**src/rtl/cache_arbiter.sv**
```systemverilog
// Round-robin arbiter that sequences two requesters onto a single cache lookup port.
// It allows one outstanding request, keeps saturating read/write/miss statistics and recovers from a cache that never responds.
module cache_arbiter #(
    parameter int ADDR_W  = 32,
    parameter int CNT_W   = 12,
    parameter int TIMEOUT = 64
) (
    input  logic              clk,
    input  logic              reset,
    input  logic              req_valid0,
    input  logic [ADDR_W-1:0] req_addr0,
    input  logic              req_we0,
    output logic              req_ready0,
    input  logic              req_valid1,
    input  logic [ADDR_W-1:0] req_addr1,
    input  logic              req_we1,
    output logic              req_ready1,
    output logic              resp_valid0,
    output logic              resp_valid1,
    output logic              resp_hit,
    output logic              resp_err,
    output logic              cache_req_valid,
    output logic [ADDR_W-1:0] cache_addr,
    output logic              cache_we,
    input  logic              cache_ready,
    input  logic              cache_resp_valid,
    input  logic              cache_resp_hit,
    output logic [CNT_W-1:0]  num_reads,
    output logic [CNT_W-1:0]  num_writes,
    output logic [CNT_W-1:0]  num_misses,
    output logic              busy
);

    localparam int TMO_W = $clog2(TIMEOUT);
    localparam logic [TMO_W-1:0] TMO_LAST = TMO_W'(TIMEOUT - 1);

    typedef enum logic [1:0] {IDLE, ISSUE, WAIT, RESP} state_t;

    state_t           state_q, state_d;
    logic             prio;
    logic             owner;
    logic [TMO_W-1:0] tmo_cnt;
    logic             grant0, grant1;

    // NOTE: every always_comb output gets a default first so no path can infer a latch.
    always_comb begin
        grant0 = 1'b0;
        grant1 = 1'b0;
        if (req_valid0 && req_valid1) begin
            grant0 = !prio;
            grant1 = prio;
        end else begin
            grant0 = req_valid0;
            grant1 = req_valid1;
        end
    end

    // Ready is gated by reset so nothing is accepted while reset is held.
    assign req_ready0 = (state_q == IDLE) && reset && grant0;
    assign req_ready1 = (state_q == IDLE) && reset && grant1;

    always_comb begin
        state_d = state_q;
        case (state_q)
            IDLE:    if (req_ready0 || req_ready1) state_d = ISSUE;
            ISSUE:   if (cache_ready) state_d = WAIT;
            WAIT:    if (cache_resp_valid || tmo_cnt == TMO_LAST) state_d = RESP;
            RESP:    state_d = IDLE;
            default: state_d = IDLE;
        endcase
    end

    assign cache_req_valid = (state_q == ISSUE);
    assign resp_valid0     = (state_q == RESP) && !owner;
    assign resp_valid1     = (state_q == RESP) && owner;
    assign busy            = (state_q != IDLE);

    // NOTE: all state, including the latched request and the statistics, is cleared by the
    // asynchronous reset; an in-flight transaction is simply dropped.
    always_ff @(posedge clk or negedge reset) begin
        if (!reset) begin
            state_q    <= IDLE;
            prio       <= 1'b0;
            owner      <= 1'b0;
            tmo_cnt    <= '0;
            cache_addr <= '0;
            cache_we   <= 1'b0;
            resp_hit   <= 1'b0;
            resp_err   <= 1'b0;
            num_reads  <= '0;
            num_writes <= '0;
            num_misses <= '0;
        end else begin
            // NOTE: non-blocking assignments throughout, so every register sees pre-edge values.
            state_q <= state_d;
            case (state_q)
                IDLE: begin
                    if (req_ready0 || req_ready1) begin
                        owner      <= req_ready1;
                        cache_addr <= req_ready1 ? req_addr1 : req_addr0;
                        cache_we   <= req_ready1 ? req_we1 : req_we0;
                    end
                end
                ISSUE: begin
                    if (cache_ready) tmo_cnt <= '0;
                end
                WAIT: begin
                    if (cache_resp_valid) begin
                        resp_hit <= cache_resp_hit;
                        resp_err <= 1'b0;
                    end else if (tmo_cnt == TMO_LAST) begin
                        resp_hit <= 1'b0;
                        resp_err <= 1'b1;
                    end else begin
                        tmo_cnt <= tmo_cnt + TMO_W'(1);
                    end
                end
                RESP: begin
                    if (!cache_we && num_reads != '1) num_reads <= num_reads + CNT_W'(1);
                    if (cache_we && num_writes != '1) num_writes <= num_writes + CNT_W'(1);
                    // A timeout is reported as an error and is not counted as a miss.
                    if (!resp_hit && !resp_err && num_misses != '1)
                        num_misses <= num_misses + CNT_W'(1);
                    prio <= !owner;
                end
                default: ;
            endcase
        end
    end

endmodule

```
**config.mk**
```make
export PLATFORM = sky130hd
export DESIGN_NAME = cache_arbiter
export DESIGN_NICKNAME = d
export VERILOG_FILES = /design/src/rtl/cache_arbiter.sv
export SDC_FILE = /design/constraint.sdc
export NUM_CORES = 1
export LEC_CHECK = 0
export ABC_AREA = 1
export ABC_CLOCK_PERIOD_IN_PS = 1900
export CORE_UTILIZATION = 47
export DETAILED_ROUTE_END_ITERATION = 8
export HOLD_SLACK_MARGIN = 0.03
export MAX_ROUTING_LAYER = met4
export PLACE_DENSITY = 0.86
export REMOVE_ABC_BUFFERS = 1
export SETUP_SLACK_MARGIN = 0.05
export SLEW_MARGIN = 20
export SYNTH_ARGS = -nofsm -noshare
export SYNTH_HDL_FRONTEND = slang
export SYNTH_SLANG_ARGS = --single-unit
export TNS_END_PERCENT = 30
```
**constraint.sdc**
```tcl
create_clock -name clk -period 1.9 [get_ports clk]
set_clock_uncertainty 0.1 [all_clocks]
set_input_delay 0.19 -clock clk [delete_from_list [all_inputs] [get_ports clk]]
set_output_delay 0.19 -clock clk [all_outputs]
set_load 0.02 [all_outputs]
```
==> results.md <==
- Type of the tightest min-delay check: in2reg
- Setup TNS Final: 0 ns
- Initial antenna violation count: 0
- M1 wire length: 5.20 mm
- Met2 WL post-DR: 6.81 mm
- Final instance area: between 0.006 and 0.007 mm²
- Setup Viol. Count Final: 0
- Post-synth cell types: 28
- Die ar.: 0.0102 mm²
- Final ANT Viol Nets: 0
- CP Class: reg2out
- Final Power: 7.88 mW
- Max frequency: 558 MHz
- Iter 0 DRT Violations: roughly 220
- Placement Setup Slack: 0.0155 ns
- Pwr Density: 1190 mW/mm²
- Worst-skew pair later-pin latency: between 0.3 and 0.4 ns
- Post-route DRC: 0
- Multi-input gate area: roughly 0.0023 mm²
- DRT Pass-1 Iters: 4
- TritonCTS clock tree: yes
- Post-DP HPWL: 9.12 mm
- GPL Wtd Cong: 0.890
- Prevailing post-synth register cell: dfrtp_1
- Die H: 101 µm
- Worst-path maximum fanout: 3
- Syn avg cell area: 6.94 µm²
- Fraction of the yosys area taken by sequential cells: 0.442
- Delay-heaviest family, CP: flip-flops
- Standard-cell rows: 35
- Mapped Cells: about 660
- Max-Cap Viols: 0
- Outcome: complete, no violations
- Hold Fails Final Rpt: 0
- TritonCTS buffer count: 9
- Yosys reg bits: 81
- Clk buf depth: 2
- Leakage: about 3.3 nW
- FFs w/ async S/R, synth: 1.00
- Clock net sink count: 81
- CTS root buf: clkbuf_8
- PortBufs: 149
- Critical Path AT: ~1.5 ns
- Worst-margin pin slew: 0.444 ns
- Slew HR: 0.704
- Vias in the first global route: 4704
- Routed vias/inst: 4.95
- Max incr delay on CP: 0.42 ns
- First-pass GRT wire length: about 21 mm
- Largest net degree at the start of global routing: 82
- Total core area: a little over 0.009 mm²
- Highest Signal Layer: met4
- Register area: 0.00203 mm²
- Dpl cell area: 0.00626 mm²
- Initial core utilization: 0.492
- CP endpoint kind: output port
- VDD IR max: 0.913 mV
- Layout cells sized above 1: 0.0815
- Global route overflow: 0
- Antenna cells: 0
- Ys Warns: 0
- Worst Setup Start Kind: flip-flop
- CP required: 1.61 ns
- Unrepaired setup endpoints after global routing: yes
- # fillers: 761
- DRT Wirelength: ~13 mm
- Overall Global Routing Usage: 0.272
- Final min period: 1.79 ns
- Post-route setup slack: 0.109 ns
- Io pins: 150
- Worst-path clk slew: ~0.080 ns
- Syn-to-layout area delta: 44.7%
- Nets@finish: 913
- Tcrit/Tclk final: 0.943
- EDFF count, synth: 0
- Met3 wire length: around 490 µm
- Slew Limit Fails: 0
- DR WL/cell: 13.3 µm
- Die width: 101 µm
- H-tree levels: 3
- Critical Path, Cell by Cell: inv_2 > ha_4 > nand2_4 > nor2_4 > nand2_2 > inv_4 > buf_12 > buf_8
- CP max stage cell: dfrtp_1
- Crit path buffers/inverters: 4
- Vias: 4768
- Cell Area, Synth: 0.00459 mm²
-- cell type report --
cell class / count / share of cell area
clock buffer: 11 / 0.0228
clock inverter: 3 / 0.00980
inverter: 44 / 0.0252
multi-input combinational: 519 / 0.350
sequential: 81 / 0.305
tap: 129 / 0.0243
timing repair buffer: 176 / 0.262
-- Yosys cell counts (4+ instances only) --
master,n,area [µm²]
buf_2,4,20.0
clkbuf_1,6,22.5
dfrtp_1,81,2030
ha_1,9,113
inv_1,40,150
inv_2,4,15.0
nand2_1,387,1450
nand3_1,30,150
nand4_1,16,100
nor2_1,37,139
o21ai_0,5,25.0
xnor2_1,10,87.6
xor2_1,8,70.1
-- worst paths after layout --
kind,from,to,slack [ns],cells past startpoint
setup / recovery,state_q[0],req_ready1,0.11,8
hold / removal,cache_resp_hit,resp_hit,0.32,3
setup reg to reg,state_q[0],num_misses[2],0.12,8
hold reg to reg,cache_addr[28],cache_addr[28],0.38,2
max in group asynchronous,reset,num_reads[11],0.98,3
min in group asynchronous,reset,num_misses[7],0.35,3
-- timing repair --
action | 4_1_cts | 5_1_grt
pin swaps | 2 | 3
resized for setup | 16 | 13
cloned | 1 | 0
buffers inserted | 7 | 3
setup endpoints to repair | 7 | 55
hold buffers | 1 | 0
hold endpoints to repair | 81 | 0
-- sequential cells by signal, indices dropped and copies added (netlist names) --
signal and count:
num_reads 12, state_q 2, resp_hit 1, prio 1, num_writes 12, cache_addr 32
cache_we 1, tmo_cnt 6, num_misses 12, owner 1, resp_err 1
-- through the flow --
stage / utilization / cells / hold slack [ns]
2_1_floorplan: - / 644 / -0.206
3_3_place_gp: 0.671 / 937 / 0.191
3_5_place_dp: 0.671 / 937 / 0.191
4_1_cts: 0.706 / 960 / 0.307
5_1_grt: 0.712 / 963 / 0.305
6_report: 0.712 / 963 / 0.317
-- report_power, final --
| group | internal, mW | leakage (nW) | switching [mW] |
|---|---|---|---|
| Sequential | 2.23 | 1.06 | 0.449 |
| Combinational | 1.72 | 2.13 | 2.08 |
| Clock | 0.797 | 0.111 | 0.598 |
-- layer usage --
metal / up-vias / GRT usage
met1: 2236 / 0.312
met4: 0 / 0.115
met2: 144 / 0.482
met3: 26 / 0.0319
met5: - / -
li1: 2362 / -
-- cells in the final DEF (no fill, tap or decap), drive strengths merged --
| master | netlist | layout |
|---|---|---|
| nand2 | 390 | 390 |
| clkdlybuf4s50 | 0 | 142 |
| dfrtp | 81 | 81 |
| inv | 44 | 44 |
| nor2 | 38 | 38 |
| nand3 | 31 | 31 |
| buf | 11 | 27 |
| nand4 | 16 | 16 |
| clkbuf | 6 | 13 |
| xnor2 | 10 | 10 |
| ha | 9 | 9 |
| xor2 | 8 | 8 |
| o21ai | 8 | 8 |
| nand3b | 3 | 3 |
| nor3 | 3 | 3 |
| bufinv | 0 | 2 |
| dlygate4sd2 | 0 | 2 |
| o21bai | 1 | 1 |
| a21oi | 1 | 1 |
| or2 | 1 | 1 |
| clkinv | 0 | 1 |
| bufbuf | 0 | 1 |
| dlygate4sd3 | 0 | 1 |
| clkdlybuf4s15 | 0 | 1 |
-- tightest hold or removal path: stages --
cell	delay, ns
clkdlybuf4s50_1	0.40
nand3_1	0.08
nand2_1	0.05
-- logic make-up (layout without fill, tap and decap cells) --
family,Yosys count,in the layout,share of synthesized area
AOI/OAI and AO/OA,10,10,0.0131
xor gates and xnor gates,18,18,0.0344
adders and majority gates,9,9,0.0245
buffers and inverters,61,234,0.0619
DFF,81,81,0.442
and+or+nand+nor,482,482,0.424
(Power assumes the default switching activity.)
